`src/rtl/decode_execute_stage.sv`:
```
// Elastic decode->execute register with a one-entry skid buffer and synchronous flush.
// Latency 1 cycle; in_ready_o depends only on skid occupancy, so there is no combinational path from out_ready_i.
module decode_execute_stage #(
  parameter int DATA_WIDTH     = 32,
  parameter int REG_ADDR_WIDTH = 5,
  parameter int CTRL_WIDTH     = 10
) (
  input  logic                      clk,
  input  logic                      rst,
  input  logic                      flush_i,
  input  logic                      in_valid_i,
  output logic                      in_ready_o,
  input  logic [CTRL_WIDTH-1:0]     ctrl_d_i,
  input  logic [DATA_WIDTH-1:0]     pc_d_i,
  input  logic [DATA_WIDTH-1:0]     rd1_d_i,
  input  logic [DATA_WIDTH-1:0]     rd2_d_i,
  input  logic [DATA_WIDTH-1:0]     src_b_d_i,
  input  logic [DATA_WIDTH-1:0]     imm_ext_d_i,
  input  logic [REG_ADDR_WIDTH-1:0] rd_addr_d_i,
  output logic                      out_valid_o,
  input  logic                      out_ready_i,
  output logic [CTRL_WIDTH-1:0]     ctrl_e_o,
  output logic [DATA_WIDTH-1:0]     pc_e_o,
  output logic [DATA_WIDTH-1:0]     rd1_e_o,
  output logic [DATA_WIDTH-1:0]     rd2_e_o,
  output logic [DATA_WIDTH-1:0]     src_b_e_o,
  output logic [DATA_WIDTH-1:0]     imm_ext_e_o,
  output logic [REG_ADDR_WIDTH-1:0] rd_addr_e_o,
  output logic [1:0]                occupancy_o
);

  typedef struct packed {
    logic [DATA_WIDTH-1:0]     pc;
    logic [DATA_WIDTH-1:0]     rd1;
    logic [DATA_WIDTH-1:0]     rd2;
    logic [DATA_WIDTH-1:0]     src_b;
    logic [DATA_WIDTH-1:0]     imm_ext;
    logic [REG_ADDR_WIDTH-1:0] rd_addr;
  } pay_t;

  logic                  main_vld_q, main_vld_d;
  logic                  skid_vld_q, skid_vld_d;
  logic [CTRL_WIDTH-1:0] main_ctrl_q, main_ctrl_d;
  logic [CTRL_WIDTH-1:0] skid_ctrl_q, skid_ctrl_d;
  pay_t                  main_pay_q, main_pay_d;
  pay_t                  skid_pay_q, skid_pay_d;
  logic [1:0]            occ_q, occ_d;
  pay_t                  in_pay;
  logic                  in_fire, out_fire;

  assign in_pay   = '{pc: pc_d_i, rd1: rd1_d_i, rd2: rd2_d_i, src_b: src_b_d_i,
                      imm_ext: imm_ext_d_i, rd_addr: rd_addr_d_i};
  assign in_fire  = in_valid_i & ~skid_vld_q;
  assign out_fire = main_vld_q & out_ready_i;

  always_comb begin
    main_vld_d  = main_vld_q;
    skid_vld_d  = skid_vld_q;
    main_ctrl_d = main_ctrl_q;
    skid_ctrl_d = skid_ctrl_q;
    main_pay_d  = main_pay_q;
    skid_pay_d  = skid_pay_q;
    if (flush_i) begin
      // Payload is deliberately left alone; only valids and control are squashed.
      main_vld_d  = 1'b0;
      skid_vld_d  = 1'b0;
      main_ctrl_d = '0;
      skid_ctrl_d = '0;
    end else if (!main_vld_q) begin
      if (in_fire) begin
        main_vld_d  = 1'b1;
        main_ctrl_d = ctrl_d_i;
        main_pay_d  = in_pay;
      end
    end else if (!skid_vld_q) begin
      if (in_fire && out_fire) begin
        main_ctrl_d = ctrl_d_i;
        main_pay_d  = in_pay;
      end else if (in_fire) begin
        skid_vld_d  = 1'b1;
        skid_ctrl_d = ctrl_d_i;
        skid_pay_d  = in_pay;
      end else if (out_fire) begin
        main_vld_d  = 1'b0;
        main_ctrl_d = '0;
      end
    end else if (out_fire) begin
      main_ctrl_d = skid_ctrl_q;
      main_pay_d  = skid_pay_q;
      skid_vld_d  = 1'b0;
      skid_ctrl_d = '0;
    end
    occ_d = {1'b0, main_vld_d} + {1'b0, skid_vld_d};
  end

  always_ff @(posedge clk) begin
    if (rst) begin
      main_vld_q  <= 1'b0;
      skid_vld_q  <= 1'b0;
      main_ctrl_q <= '0;
      skid_ctrl_q <= '0;
      main_pay_q  <= '0;
      skid_pay_q  <= '0;
      occ_q       <= 2'd0;
    end else begin
      main_vld_q  <= main_vld_d;
      skid_vld_q  <= skid_vld_d;
      main_ctrl_q <= main_ctrl_d;
      skid_ctrl_q <= skid_ctrl_d;
      main_pay_q  <= main_pay_d;
      skid_pay_q  <= skid_pay_d;
      occ_q       <= occ_d;
    end
  end

  assign in_ready_o  = ~skid_vld_q;
  assign out_valid_o = main_vld_q;
  assign occupancy_o = occ_q;
  assign ctrl_e_o    = main_ctrl_q;
  assign pc_e_o      = main_pay_q.pc;
  assign rd1_e_o     = main_pay_q.rd1;
  assign rd2_e_o     = main_pay_q.rd2;
  assign src_b_e_o   = main_pay_q.src_b;
  assign imm_ext_e_o = main_pay_q.imm_ext;
  assign rd_addr_e_o = main_pay_q.rd_addr;

endmodule

```
`config.mk`:
```
export PLATFORM = sky130hd
export DESIGN_NAME = decode_execute_stage
export DESIGN_NICKNAME = d
export VERILOG_FILES = /design/src/rtl/decode_execute_stage.sv
export SDC_FILE = /design/constraint.sdc
export NUM_CORES = 1
export LEC_CHECK = 0
export ABC_CLOCK_PERIOD_IN_PS = 1900
export CAP_MARGIN = 10
export CORE_MARGIN = 2
export CORE_UTILIZATION = 60
export CTS_CLUSTER_SIZE = 30
export DETAILED_ROUTE_END_ITERATION = 12
export DONT_BUFFER_PORTS = 1
export GPL_TIMING_DRIVEN = 0
export HOLD_SLACK_MARGIN = 0.1
export PLACE_DENSITY = 0.76
export SLEW_MARGIN = 20
export SYNTH_ARGS = -nofsm -noshare
export SYNTH_HDL_FRONTEND = slang
export SYNTH_SLANG_ARGS = --single-unit
```
`constraint.sdc`:
```
create_clock -name clk -period 1.9 [get_ports clk]
set_input_delay 0.38 -clock clk [delete_from_list [all_inputs] [get_ports clk]]
set_output_delay 0.38 -clock clk [all_outputs]
set_load 0.03 [all_outputs]
```
After elaboration in Yosys (flattened, before gate mapping):

Cells that the tools add are included.

* register bits: 354
* output and inout bits: 179
* input port bits: 180

* bitwise operators: 5
* mux-type cells: 25
* reductions and logical operators: 9
* $add $sub $neg: 1
* eq/ne operators: 5

Operators with widths (number)
* 165-bit two-way mux: 5
* 10-bit two-way mux: 9
* 4-bit AND reduction: 3
* 1-bit two-way mux: 11
* 5-bit AND reduction: 1
* 4-bit by 3-bit inequality test with 1-bit output, second input constant: 1
* 2-bit nonzero test: 2
* 4-bit nonzero test: 1
* 3-bit by 1-bit inequality test with 1-bit output, second input constant: 1
* 3-bit by 2-bit inequality test with 1-bit output, second input constant: 1
* 1-bit inverter: 3
* 1-bit by 1-bit adder with 2-bit output: 1
* 1-bit bitwise AND: 2
* 2-bit by 1-bit inequality test with 1-bit output, second input constant: 1
* 2-bit inequality test, second input constant: 1
* 2-bit OR reduction: 1
* 1-bit logical AND: 1

Longest topological paths before layout:

Gate-level depths: netlist of run 1.

* word-level depth: 8
* depth in mapped cells: 7

Least setup slack after synthesis of run 1:

OpenSTA, ideal clock, no wires.

* path type: input to register
* start: in flush_i
* end: reg occ_q[0] (netlist: occupancy_o[0])
* stages on the path: 7
* buffers on the path: 4
* path slack: 0.221 ns
* arrival time: 1.551 ns
* library setup time: 0.127 ns
* required time: 1.773 ns
* path through: buf_2 -> buf_6 -> buf_2 -> clkbuf_1 -> a21oi_1 -> ha_1 -> nor2b_1

* longest elaborated chain between the ends: 2
* elaborated cells on any way between the ends: 3
* classes of those cells: add/sub (1); mux (2)

RTL lines
* start, declared: line 10 `input logic flush_i,`
* 1-bit two-way mux: line 63 `if (flush_i) begin`
* via main_vld_d: line 41 `logic main_vld_q, main_vld_d;`
* 1-bit by 1-bit adder with 2-bit output: line 93 `occ_d = {1'b0, main_vld_d} + {1'b0, skid_vld_d};`
* via occ_d[0]: line 47 `logic [1:0] occ_q, occ_d;`
* end signal, assigned: line 104 `occ_q <= 2'd0;`
* end signal, assigned: line 112 `occ_q <= occ_d;`
* end, declared: line 47

The timed path passes the listed nets, and every way through them passes these cells.
A chain may end at the register's enable or synchronous reset.

Final worst setup path of run 1:

* start: in flush_i
* end: reg skid_pay_q[121] in the netlist's numbering

* longest elaborated chain between the ends: 2

RTL lines
* 1-bit inverter (no line)
* 5-bit AND reduction (no line)
* end signal, assigned: line 111 `skid_pay_q <= skid_pay_d;`
* end, declared: line 46 `pay_t skid_pay_q, skid_pay_d;`

Every way passes these cells.

==> flow_summary.ini, run 1 <==
[clock_tree]
clkSinkCount = 354
cts_tree = yes
clockRootBuffer = clkbuf_16
clockBufferDepth = 3
clk_pin_slew_ps = 60
cts_buffers = 38
htreeDepth = 2
clk_latency_ps = 520
post_cts_buffers = 0

[flow_run]
cap_violations = 0

[setup_path]
r2r_start = out_valid_o
worst_r2r_endpoint = imm_ext_e_o[21]
cp.arrival_ps = 2360
crit_path_top_delay_cell = clkbuf_1
critPathKind = in2reg
r2r_cells = 4
critPathMostFrequentCell = buf_2
crit_path_max_incr_delay_ps = 720
path_max_fanout = 10
end_kind = flip-flop
critical_path.cell_chain = buf_2, buf_6, inv_2, clkbuf_1, buf_2, nand3_1, a21oi_1
reg2reg_slack_ps = 30
crit_path_start_kind = primary input
required_ps = 2330

[power]
powerDensity_nw_per_um2 = 928
vdd_ir_drop_max_mv = 0.782
leakagePower_nw = 7.44

[timing]
finalSetupViolCount = 2
max_freq_ghz = 0.517
fin_crit_sh_pct = 102
slew-limit-headroom_pct = 36.6
tightest_slew_ps = 950
setup_tns_ps = -50.8
skew_ps = 14.0
hold_violations = 0
finalWorstSetupSlack_ps = -34.1
grt_setup_unrepaired = no
drv_slew = 0
min_period_ps = 1930

[global_route]
grtUsageTotal_pct = 36.8
grt_pass1_wl_mm = 78.4
antenna_found_initial = 0
grt_start_max_net_pins = 14
grt_pass1_vias = 14400
overflow = 0

[floorplanning]
io_pins = 359
row_count = 58
core_area_sq_um = 25200
start_util_pct = 61.0
fp.dieH_microns = 164
die_w_microns = 164
die-area_sq_um = 26900

[logic_synthesis]
synth-edff-count = 0
synth_common_cells = dfxtp_1, o21ai_0, a21oi_1, nand3_1
yosysMostFrequentCell = dfxtp_1
yosysTopAreaCell = dfxtp_1
synth_area_sq_um = 15400
ys.flop_type = dfxtp_1
async_flop_share_pct = 0
synth.distinct_cells = 33
synth_warnings = 0
yosysTopAreaCellShare_pct = 46.2
synth-seq-area-share_pct = 46.2
syn-num-nets = 1827
synth-seq-cells = 354
synth.area.top_cells = dfxtp_1, mux2i_1, a311oi_1, a31oi_1, o21ai_0
synth_cells = 1646
avgSynthCellArea_sq_um = 9.33

[detailed_routing]
num_vias = 15300
detail-route-antenna-nets = 0
drt_iter0_markers = 1560
viasPerCell = 6.88
drc = 0
routedWlPerCell_microns = 23.6
dr.pass1.iters = 8
routed_wl_mm = 52.4

[layout]
nFillCells = 1731
nets = 2044
area_growth_pct = 22.3
instances_no_fill = 2220
antennaDiodeCount = 0
drive_above_1_share_pct = 10.1

[placement]
dp_cells = 1976
dp_hpwl_mm = 33.1
io_buffers = 0
gp_congestion = 0.868

[run_status]
outcome = complete, but fails checks
violations = negative setup slack

[hold_path]
hold_path_class = in2reg
min_path_cells = 2
min_from = rd2_d_i[18]
hold_end = rd2_e_o[18]
==> critical path, delay by kind of cell <==
family	cells	cell delay, ps
buf+inv	5	1660
compound gates	1	180
simple gates	1	130
==> cell families after synthesis <==
group,share of synthesized area [%]
AOI/OAI and AO/OA,28.7
buffers and inverters,7.71
adders and majority gates,0.0815
muxes,10.9
DFF,46.2
and+or+nand+nor,6.44
==> per-layer routing <==
metal / track usage [%] / vias to the layer above / wire [microns] / part of all wire (%)
li1: - / 6825 / - / -
met1: 44.2 / 7322 / 20000 / 38
met2: 60.8 / 927 / 24100 / 46
met3: 10.2 / 193 / 5540 / 11
met4: 17.9 / 0 / 2800 / 5.3
met5: 0 / - / 0 / 0
==> sequential cells by signal, indices dropped and copies added, names as in the netlist <==
signal and flops:
ctrl_e_o 10, skid_ctrl_q 10, occupancy_o 2, out_valid_o 1, imm_ext_e_o 32, skid_vld_q 1
rd2_e_o 32, pc_e_o 32, skid_pay_q 165, rd1_e_o 32, rd_addr_e_o 5, src_b_e_o 32
==> area by class of cell <==
| type | count | area [sq um] | area share [%] |
|---|---|---|---|
| plain buffers | 223 | 1140 | 6.08 |
| clock buffers | 61 | 1200 | 6.40 |
| clock inverters | 6 | 32.5 | 0.173 |
| inverters | 13 | 48.8 | 0.260 |
| multi-input cells | 1056 | 7080 | 37.7 |
| flip-flops and latches | 354 | 7090 | 37.8 |
| well taps | 330 | 413 | 2.20 |
| repair buffers | 177 | 1770 | 9.43 |
==> worst max path at each step <==
stage / start / end / slack (ps) / cells past startpoint
floorplan: flush_i / occupancy_o[0] / 220 / 7
global placement: flush_i / occupancy_o[0] / -290 / 7
detailed placement: flush_i / skid_pay_q[77] / -330 / 7
CTS: out_valid_o / rd1_e_o[7] / 10 / 4
global route: flush_i / skid_pay_q[160] / 0.9 / 7
finish: flush_i / skid_pay_q[121] / -30 / 7
==> repair_timing <==
action                                 in CTS  in global routing
setup endpoints to repair                 251                 69
endpoints found under the hold margin     187                  0
hold buffers                              177                  0
resized for setup                           3                  5
pin swaps                                   0                  0
==> power breakdown <==
group          total (mW)  switching (mW)  internal, mW  leakage [nW]
sequential           8.47           0.755          7.71          2.89
combinational        1.72            1.01         0.711          3.94
clock                7.24            2.93          4.32         0.609
==> through the flow <==
stage / utilization [%] / total power, mW / hold WS (ps) / worst slack [ps] / cell area (sq um)
after detailed placement: 62.6 / 9.94 / 465 / -334 / 15800
final: 74.6 / 17.4 / 121 / -34.1 / 18800
after global routing: 74.6 / 17.9 / 111 / 0.874 / 18800
after global placement: 62.6 / 9.91 / 458 / -294 / 15800
after CTS: 74.6 / 17.4 / 108 / 12.7 / 18800
after floorplan: - / 9.51 / 453 / 221 / 15400
==> layout by cell type (no fill, tap or decap), drive strengths merged, types with 2 or more instances in the layout <==
cell type / count
dfxtp: 354
dlygate4sd3: 177
o21ai: 177
a21oi: 167
nand3: 166
mux2i: 165
a31oi: 165
a311oi: 165
clkbuf: 157
buf: 127
inv: 13
nand2: 11
a221oi: 10
a32o: 10
clkinv: 5
nor2b: 3
nor2: 3
a211oi: 2
nand2b: 2
mux2: 2
nor3: 2
Power figures use the tool's default switching activity.
==> run 2, diff against run 1 <==
--- a/config.mk
+++ b/config.mk
@@ -7,6 +7,7 @@
 export LEC_CHECK = 0
 export ABC_CLOCK_PERIOD_IN_PS = 1900
 export CAP_MARGIN = 10
+export CORE_ASPECT_RATIO = 0.6
 export CORE_MARGIN = 2
 export CORE_UTILIZATION = 60
 export CTS_CLUSTER_SIZE = 30
==> constraint.sdc (replaced) <==
create_clock -name clk -period 1.9 [get_ports clk]
set_input_delay 0.19 -clock clk [delete_from_list [all_inputs] [get_ports clk]]
set_output_delay 0.19 -clock clk [all_outputs]
set_load 0.03 [all_outputs]
==> run 2 against run 1 <==
The run now ends clean. Total power rose by 0.52%. Sequential cell count did not move. Critical path type is now reg2reg. Critical path depth fell by 2. Clock-buffer cell count fell by 10.
==> flow_summary.ini, run 2 (synthesis results as in run 1) <==
[run_status]
outcome = finished clean

[detailed_routing]
drc = 0
viasPerCell = 7.09
drt_iter0_markers = 2164
num_vias = 15700
detail-route-antenna-nets = 0
routed_wl_mm = 55.2
dr.pass1.iters = 6
routedWlPerCell_microns = 24.9

[clock_tree]
clkSinkCount = 354
clk_pin_slew_ps = 60
clockBufferDepth = 3
cts_tree = yes
clk_latency_ps = 540
htreeDepth = 2
clockRootBuffer = clkbuf_16
cts_buffers = 34

[layout]
final_cell_mix = dfxtp_1, dlygate4sd3_1, o21ai_0
final_common_cell = dfxtp_1
regMostFlops = skid_pay_q
area_growth_pct = 22.1
final_util_pct = 74.3
drive_above_1_share_pct = 10.1
largest_reg_flops = 165
multiInputGateArea_sq_um = 7090
regArea_sq_um = 7090
nFillCells = 1753
instances_no_fill = 2219
nets = 2040
postLayoutCellArea_sq_um = 18700

[hold_path]
hold_end = ctrl_e_o[2]
hold_path_class = in2reg
min_path_cells = 4
min_from = rst

[timing]
hold_violations = 0
tightest_slew_ps = 897
finalWorstSetupSlack_ps = 41.1
grt_setup_unrepaired = no
max_freq_ghz = 0.538
slew-limit-headroom_pct = 40.2
fin_crit_sh_pct = 97.8
finalSetupViolCount = 0
min_period_ps = 1860
skew_ps = 7.59
drv_slew = 0

[setup_path]
end_kind = flip-flop
cp.arrival_ps = 2260
r2r_cells = 5
reg2reg_slack_ps = 40
critPathKind = reg2reg
r2r_start = out_valid_o
worst_r2r_endpoint = skid_pay_q[61]
required_ps = 2300
path_max_fanout = 10
crit_path_start_kind = flip-flop

[power]
leakagePower_nw = 7.41
power_mw = 17.5
vdd_ir_drop_max_mv = 0.808
powerDensity_nw_per_um2 = 935

[global_route]
grtUsageTotal_pct = 39.2
antenna_found_initial = 6
grt_pass1_wl_mm = 83.8
grtUsageMet1_pct = 53.8
overflow = 0
use_met2_pct = 58.3
grt_start_max_net_pins = 17
busiest_layer = met2
gr-usage-met3_pct = 11.6
grt_pass1_vias = 14500

[floorplanning]
core_area_sq_um = 25200
row_count = 45
die-area_sq_um = 26900
io_pins = 359
fp.dieH_microns = 128
die_w_microns = 211
start_util_pct = 60.9

[placement]
dp_cells = 1975
dpl-instance-area_sq_um = 15800
place_ws_ps = -146
dp_hpwl_mm = 36.2
io_buffers = 0
gp_congestion = 0.934

[flow_run]
cap_violations = 0
-- run 2: cell count changes in the layout (fill, tap and decap cells not counted), moves of 3 or more --
cell       delta
diode_2       +8
clkbuf_8      -4
bufinv_16     +3
clkbuf_1      -6
clkbuf_16     -4
clkbuf_2      +6
-- run 2: area by class of cell --
type                    count  share of cell area, %
flip-flops and latches    354                   37.8
multi-input cells        1056                   37.8
repair buffers            177                   9.46
plain buffers             223                   6.14
clock buffers              51                   5.54
well taps                 329                   2.20
clock inverters             8                  0.641
inverters                  13                  0.260
diodes                      8                  0.107
-- run 2: power breakdown --
group | leakage [nW] | switching [mW] | internal, mW
clock | 0.563 | 3.02 | 4.20
sequential | 2.89 | 0.761 | 7.71
combinational | 3.96 | 1.12 | 0.712
total | 7.41 | 4.91 | 12.6
-- run 2: what timing repair did --
action                                  4_1_cts  5_1_grt
endpoints found under the setup margin      298      171
endpoints found under the hold margin       353        0
hold buffers                                177        0
gates resized for setup                       6       10
buffers inserted                              0        0
-- run 2: worst max-delay path: stages, from the launching register on --
cell,delay (ps)
dfxtp_4,440
nand4bb_1,310
buf_4,320
clkbuf_1,240
o21ai_0,280
a21oi_1,120
-- run 2: routing by layer --
layer | up-vias | wire length, microns
li1 | 6813 | -
met1 | 7569 | 22200
met2 | 1165 | 23500
met3 | 185 | 7240
met4 | 0 | 2250
met5 | - | 0
-- run 2: worst max-delay path by stage --
stage                      startpoint             end  slack, ps  cells after the start
after floorplan           out_valid_o     rd1_e_o[20]        340                      6
after global placement    out_valid_o     rd2_e_o[25]       -140                      4
after detailed placement  out_valid_o      rd2_e_o[5]       -150                      4
after CTS                 out_valid_o     rd2_e_o[27]          4                      4
after global routing       skid_vld_q  skid_pay_q[66]          1                      5
final                     out_valid_o  skid_pay_q[61]         40                      5
-- run 2: through the flow --
stage          setup TNS [ps]  hold WS (ps)
3_5_place_dp           -19040           324
5_1_grt                     0           209
2_1_floorplan               0           316
6_report                    0           191
4_1_cts                     0           112
3_3_place_gp           -14010           318
